## config.mk

```make
export PLATFORM = sky130hd
export DESIGN_NAME = adder_seq_ctrl_amisha
export DESIGN_NICKNAME = d
export VERILOG_FILES = /design/src/rtl/adder_seq_pkg_amisha.sv /design/src/rtl/adder_slice_cin_amisha.sv /design/src/rtl/adder_seq_ctrl_amisha.sv
export SDC_FILE = /design/constraint.sdc
export NUM_CORES = 1
export LEC_CHECK = 0
export BUFFER_PORTS_ARGS = -buffer_cell sky130_fd_sc_hd__buf_2
export CAP_MARGIN = 25
export CORE_MARGIN = 3
export CORE_UTILIZATION = 48
export CTS_CLUSTER_SIZE = 14
export DETAILED_ROUTE_END_ITERATION = 7
export PLACE_DENSITY_LB_ADDON = 0.05
export SLEW_MARGIN = 15
export SYNTH_ARGS = -nofsm -noshare
export SYNTH_HDL_FRONTEND = slang
export SYNTH_SLANG_ARGS = --single-unit
export TNS_END_PERCENT = 100
```

## constraint.sdc

```tcl
create_clock -name clk_amisha -period 2.65 [get_ports clk_amisha]
set_input_delay 0.3975 -clock clk_amisha [delete_from_list [all_inputs] [get_ports clk_amisha]]
set_output_delay 0.3975 -clock clk_amisha [all_outputs]
set_load 0.01 [all_outputs]
```

## src/rtl/adder_seq_pkg_amisha.sv

```systemverilog
// Shared definitions for the slice-serial adder sequencer.
// Holds the controller state encoding and the helper that sizes the slice index.
package adder_seq_pkg_amisha;

  // 2'b11 is unused and is steered back to IDLE by the controller.
  typedef enum logic [1:0] {
    ST_IDLE = 2'b00,
    ST_ADD  = 2'b01,
    ST_DONE = 2'b10
  } state_e;

  // Width of the slice index: clog2(k), never less than one bit.
  function automatic int idx_width(input int k);
    if (k <= 2) begin
      return 1;
    end else begin
      return $clog2(k);
    end
  endfunction

endpackage

```

## src/rtl/adder_slice_cin_amisha.sv

```systemverilog
// N-bit combinational adder slice with carry-in and carry-out.
// Ports: a_i/b_i slice operands, cin_i carry-in, sum_o slice sum, cout_o carry-out.
module adder_slice_cin_amisha #(
  parameter int N = 4
) (
  input  logic [N-1:0] a_i,
  input  logic [N-1:0] b_i,
  input  logic         cin_i,
  output logic [N-1:0] sum_o,
  output logic         cout_o
);

  // Operands are zero-extended by one bit so the top bit of the result is the carry-out.
  assign {cout_o, sum_o} = {1'b0, a_i} + {1'b0, b_i} + {{N{1'b0}}, cin_i};

endmodule

```

## src/rtl/adder_seq_ctrl_amisha.sv

```systemverilog
// Slice-serial W-bit adder: one shared N-bit slice adds one slice per clock,
// LSB first, with the inter-slice carry held in a register.
// Ports:
//   clk_amisha, rst_n_amisha   clock and asynchronous active-low reset
//   start_amisha               request; accepted only while ready_amisha=1
//   a_amisha, b_amisha, cin_amisha  operands, captured on an accepted start
//   ready_amisha / busy_amisha / done_amisha  handshake and status
//   sum_amisha, cout_amisha    result, stable from done until the next accepted start
module adder_seq_ctrl_amisha
  import adder_seq_pkg_amisha::*;
#(
  parameter int N = 4,
  parameter int K = 4
) (
  input  logic           clk_amisha,
  input  logic           rst_n_amisha,
  input  logic           start_amisha,
  input  logic [N*K-1:0] a_amisha,
  input  logic [N*K-1:0] b_amisha,
  input  logic           cin_amisha,
  output logic           ready_amisha,
  output logic           busy_amisha,
  output logic           done_amisha,
  output logic [N*K-1:0] sum_amisha,
  output logic           cout_amisha
);

  localparam int W  = N * K;
  localparam int IW = idx_width(K);
  localparam logic [IW-1:0] IDX_LAST = IW'(K - 1);

  state_e        state_q, state_d;
  logic [IW-1:0] idx_q, idx_d;
  logic          carry_q, carry_d;
  logic [W-1:0]  a_q, a_d;
  logic [W-1:0]  b_q, b_d;
  logic [W-1:0]  sum_q, sum_d;
  logic          cout_q, cout_d;

  logic [N-1:0]  slice_sum_s;
  logic          slice_cout_s;

  // The single shared datapath slice, fed from the slice selected by idx_q.
  adder_slice_cin_amisha #(.N(N)) u_slice (
    .a_i    (a_q[idx_q*N +: N]),
    .b_i    (b_q[idx_q*N +: N]),
    .cin_i  (carry_q),
    .sum_o  (slice_sum_s),
    .cout_o (slice_cout_s)
  );

  // Next-state, slice write-back and operand capture.
  always_comb begin
    state_d = state_q;
    idx_d   = idx_q;
    carry_d = carry_q;
    a_d     = a_q;
    b_d     = b_q;
    sum_d   = sum_q;
    cout_d  = cout_q;
    case (state_q)
      ST_IDLE, ST_DONE: begin
        if (start_amisha) begin
          // Accepted start: capture operands, seed carry, clear the result.
          a_d     = a_amisha;
          b_d     = b_amisha;
          carry_d = cin_amisha;
          idx_d   = '0;
          sum_d   = '0;
          cout_d  = 1'b0;
          state_d = ST_ADD;
        end else begin
          state_d = ST_IDLE;
        end
      end
      ST_ADD: begin
        sum_d[idx_q*N +: N] = slice_sum_s;
        carry_d             = slice_cout_s;
        if (idx_q == IDX_LAST) begin
          // Index saturates here; the next accepted start reloads it.
          cout_d  = slice_cout_s;
          state_d = ST_DONE;
        end else begin
          idx_d   = idx_q + IW'(1);
        end
      end
      default: begin
        state_d = ST_IDLE;
      end
    endcase
  end

  // State, datapath and result registers.
  always_ff @(posedge clk_amisha or negedge rst_n_amisha) begin
    if (!rst_n_amisha) begin
      state_q <= ST_IDLE;
      idx_q   <= '0;
      carry_q <= 1'b0;
      a_q     <= '0;
      b_q     <= '0;
      sum_q   <= '0;
      cout_q  <= 1'b0;
    end else begin
      state_q <= state_d;
      idx_q   <= idx_d;
      carry_q <= carry_d;
      a_q     <= a_d;
      b_q     <= b_d;
      sum_q   <= sum_d;
      cout_q  <= cout_d;
    end
  end

  // Status flags decoded directly from the state register.
  always_comb begin
    ready_amisha = 1'b0;
    busy_amisha  = 1'b0;
    done_amisha  = 1'b0;
    case (state_q)
      ST_IDLE: ready_amisha = 1'b1;
      ST_ADD:  busy_amisha  = 1'b1;
      ST_DONE: begin
        ready_amisha = 1'b1;
        done_amisha  = 1'b1;
      end
      default: ready_amisha = 1'b0;
    endcase
  end

  assign sum_amisha  = sum_q;
  assign cout_amisha = cout_q;

endmodule

```

# ---- Word level (Yosys, flattened, before mapping)
# Cells that the tools add are included.
# Widths: inputs -> output; s select.
dict set report word_totals {
  register_bits 54
  out_inout_bits 20
  word_cells 45
}
dict set report op_classes {
  n_addsub 4
  n_eq_ne 6
  n_shift 4
  muxes 17
  n_reduce_logical 7
}
# op count
set ops {}
lappend ops {{$neg 4->34} 1}
lappend ops {{$shift 4x34->16 const A} 1}
lappend ops {{$shiftx 4x34->16} 1}
lappend ops {{$pmux 16 s2} 1}
lappend ops {{$shiftx 16x5->4} 2}
lappend ops {{$bwmux 16} 1}
lappend ops {{$mux 16} 1}
lappend ops {{$pmux 2 s2} 2}
lappend ops {{$mux 1} 7}
lappend ops {{$mux 2} 3}
lappend ops {{$reduce_and 3->1} 2}
lappend ops {{$add 4x4->5} 1}
lappend ops {{$add 5x1->5} 1}
lappend ops {{$eq 2x2->1 const B} 2}
lappend ops {{$ne 2x2->1 const B} 2}
lappend ops {{$pmux 1 s2} 2}
lappend ops {{$reduce_and 2->1} 2}
lappend ops {{$add 2x1->2 const B} 1}
lappend ops {{$eq 2x1->1 const B} 1}
lappend ops {{$logic_not 2->1} 1}
lappend ops {{$ne 2x1->1 const B} 1}
lappend ops {{$reduce_bool 2->1} 1}
lappend ops {{$reduce_or 2->1} 1}

# ---- Longest topological paths before layout
dict set report logic_depth {
  depth_word 6
  depth_mapped 7
}

# ---- By module
# A second synthesis with hierarchy kept.
dict set report unflattened {
  cells_unflattened 237
  hier_area_um2 2601.2
}
# mod n_inst cells_per_inst area_each_um2
set modules_own_cells {}
lappend modules_own_cells {adder_seq_ctrl_amisha 1 221 2457.4}
lappend modules_own_cells {adder_slice_cin_amisha 1 16 143.9}

# ---- Worst setup path before layout
# No wires, ideal clock.
dict set report synth_path {
  path_type {flip-flop to flip-flop}
  startpoint {register idx_q[0]}
  endpoint {register cout_q (netlist: cout_amisha)}
  setup_ns 0.125
  t_arrival_ns 2.466
  t_required_ns 2.525
  slack_ns 0.059
  path_stages_with_launch 8
  path_buffers 1
  synth_period_minus_slack_ns 2.591
  cell_sequence {dfrtp_1 > buf_4 > mux4_2 > fa_1 > fa_1 > a21oi_1 > o2bb2ai_1 > mux2_2}
}
dict set report synth_between {
  elab_chain_cells 5
}
# item line
set synth_rtl {}
lappend synth_rtl {{start: declaration} adder_seq_ctrl_amisha.sv:33} ;# logic [IW-1:0] idx_q, idx_d;
lappend synth_rtl {{start signal: assignment} adder_seq_ctrl_amisha.sv:105} ;# idx_q <= idx_d;
lappend synth_rtl {{$shiftx 16x5->4 (on tied branches)} {adder_seq_ctrl_amisha.sv:45, adder_seq_ctrl_amisha.sv:46}}
lappend synth_rtl {{$add 4x4->5} adder_slice_cin_amisha.sv:14} ;# assign {cout_o, sum_o} = {1'b0, a_i} + {1'b0, b_i} + {{N{1'b0}}, cin_i};
lappend synth_rtl {{$add 5x1->5} adder_slice_cin_amisha.sv:14}
lappend synth_rtl {{$mux 1} adder_seq_ctrl_amisha.sv:79} ;# if (idx_q == IDX_LAST) begin
lappend synth_rtl {{$pmux 1 s2} adder_seq_ctrl_amisha.sv:61} ;# case (state_q)
lappend synth_rtl {{end signal: assignment} adder_seq_ctrl_amisha.sv:110} ;# cout_q <= cout_d;
lappend synth_rtl {{end: declaration} adder_seq_ctrl_amisha.sv:38} ;# logic cout_q, cout_d;
# Parallel ways exist; a longest one is shown, timed or not. The select of a mux whose other input is x is not followed.
# A chain may end at the register's enable or synchronous reset.

# ---- Worst setup path after layout
# Same ends and word-level chain as after synthesis.

==> impl_metrics.json <==
{
  "cts_sinks": 54,
  "diodes": 0,
  "drtIter0Drc": 73,
  "grt_use_total_pct": 18.5,
  "synth_most_common_cell": "nand2_1",
  "synth_area_sq_um": 2490,
  "grt_pass1_wl_um": 8870,
  "grt_overflow": 0,
  "setup_viol": 0,
  "hold_path_class": "in2async",
  "synth_ff_type": "dfrtp_1",
  "crit_type": "reg2reg",
  "synth_cell_type_count": 35,
  "syn_inst": 231,
  "clock-skew-final_ns": 0.0126,
  "synth_edf_count": 0,
  "fin_hold_ws_ns": 0.203,
  "die_h_um": 78.1,
  "path_common_cell": "fa_1",
  "htreeDepth": 2,
  "synth_seq_area_share_pct": 54.2,
  "dpl_cell_area_sq_um": 2840,
  "async_flop_share_pct": 100,
  "status": "finished clean",
  "antenna_found_initial": 0,
  "clockBufferDepth": 2,
  "pre_cts_slack_ns": 0.132,
  "slew_violations": 0,
  "nFillCells": 457,
  "fin_cells": 356,
  "cts_tree": "done",
  "fmaxAchievable_mhz": 400,
  "crit_path_end_kind": "flop",
  "post_cts_buffers": 0,
  "setup_tns_ns": 0,
  "dr.pass1.iters": 4,
  "avgViaCountPerCell": 5.08,
  "grt_setup_unrepaired": "no",
  "initial_core_util_pct": 51.1,
  "fin_ws_ns": 0.150,
  "path_cells": "mux4_2 > fa_1 > fa_1 > a21oi_1 > o2bb2ai_1 > mux2_2",
  "crit_slowest_cell": "mux4_2",
  "cts_hold_buf": 0,
  "tightest_slew_ns": 0.668,
  "area_delta_synth_final_pct": 18.0,
  "clk_pin_slew_ns": 0.10,
  "layout-drive-gt1-share_pct": 29.8,
  "rows": 25,
  "fp.dieArea_sq_um": 6100,
  "syn-num-nets": 276,
  "layout_min_cycle_time_ns": 2.50,
  "p_leak_uw": 0.00158,
  "hold_violations": 0,
  "synthTopCellsByCount": "nand2_1 (97), dfrtp_1 (54), a22o_1 (12)",
  "maxSlewHeadroom_pct": 55.4,
  "port_buffers": 55,
  "numCtsBuffers": 5,
  "period_share_pct": 94.4,
  "grt_max_degree": 55,
  "netlist_top_cells_area": "dfrtp_1 (54%), nand2_1 (15%), mux4_2 (7.2%)",
  "wl_per_cell_um": 14.5,
  "cp_num_buf_inv": 0,
  "gp_congestion": 0.817,
  "arrival_ns": 2.70,
  "clock_latency_ns": 0.31,
  "maxCapViolCount": 0,
  "synth-seq-cells": 54,
  "postSynthAreaPerCell_sq_um": 10.8,
  "max_stage_delay_ns": 0.53,
  "core_area_sq_um": 4880,
  "ios": 56,
  "nets": 333,
  "r2r_setup_slack_ns": 0.15,
  "cts_resized": 0,
  "vias": 1807,
  "die_w_um": 78.1,
  "drc": 0,
  "hpwl_um": 3860,
  "synth_top_area_share_pct": 54.2,
  "clk_root_buffer_cell": "clkbuf_8",
  "irDropWorstVdd_v": 0.000476,
  "p_per_area_nw_per_um2": 1300,
  "critical-path-top-delay-family": "adder cells",
  "grt_pass1_vias": 1823,
  "start_kind": "flop",
  "worstPathRequired_ns": 2.85,
  "yosysWarnings": 0,
  "wirelength_um": 5170,
  "cp_max_fo": 4,
  "ant_nets": 0,
  "yosysTopAreaCell": "dfrtp_1",
  "dpl.cell_count": 348,
  "stdcell_area_sq_um": 2940
}
## layout by cell type (no fill, tap or decap), types with 3 or more instances in the layout
master / instances
nand2_1: 97
a22o_1: 12
buf_2: 55
dfrtp_1: 53
buf_4: 6
a21oi_1: 4
inv_1: 5
a32o_1: 3
ha_1: 7
mux4_2: 8
clkbuf_8: 7
## final timing paths
kind	start	to	cells after the start
worst max-delay path	idx_q[0]	cout_amisha	6
worst min-delay path	rst_n_amisha	sum_amisha[4]	2
worst max register to register	idx_q[0]	cout_amisha	6
worst min register to register	b_q[12]	b_q[12]	2
max in group asynchronous	rst_n_amisha	idx_q[0]	2
min in group clk_amisha	b_amisha[13]	b_q[13]	3
## where the power goes
group	total, uW	leakage [uW]	switching (uW)	internal (uW)
sequential	1410	0.000692	237	1180
clock	505	0.0000544	266	240
combinational	1920	0.000835	1080	844
## per-layer routing
layer | track usage, % | wire length, um | part of all wire, % | vias to the layer above
met4 | 5.77 | 58 | 1.1 | 0
met3 | 2.98 | 261 | 5.0 | 7
li1 | - | - | - | 895
met2 | 29.5 | 2490 | 48 | 47
met1 | 26.2 | 2370 | 46 | 858
met5 | 0 | 0 | 0 | -
## state kept, by name, summed over array words and instances, names as in the netlist
register and count:
cout_amisha 1, state_q 2, sum_amisha 16, carry_q 1
idx_q 2, a_q 16, b_q 16
## per-stage QoR
stage,utilization [%],total power (uW)
final,60.3,3840
after global routing,60.3,4140
after CTS,60.3,3880
after detailed placement,58.1,3370
after global placement,58.1,3320
after floorplan,-,2780
## final cells by class
class | count | area, sq um | area share [%]
well taps | 67 | 83.8 | 2.85
repair buffers | 61 | 320 | 10.9
clock inverters | 1 | 8.76 | 0.298
flip-flops and latches | 54 | 1350 | 46.0
inverters | 5 | 18.8 | 0.638
clock buffers | 7 | 96.3 | 3.28
multi-input cells | 161 | 1060 | 36.1
## cell families after synthesis
| logic type | synth area share [%] |
|---|---|
| buffers and inverters | 3.26 |
| and+or+nand+nor | 20.3 |
| muxes | 7.68 |
| xor gates and xnor gates | 0.351 |
| DFF | 54.2 |
| adders and majority gates | 5.12 |
| AOI/OAI and AO/OA | 9.08 |
No activity file was read; power rests on OpenSTA's default activity.
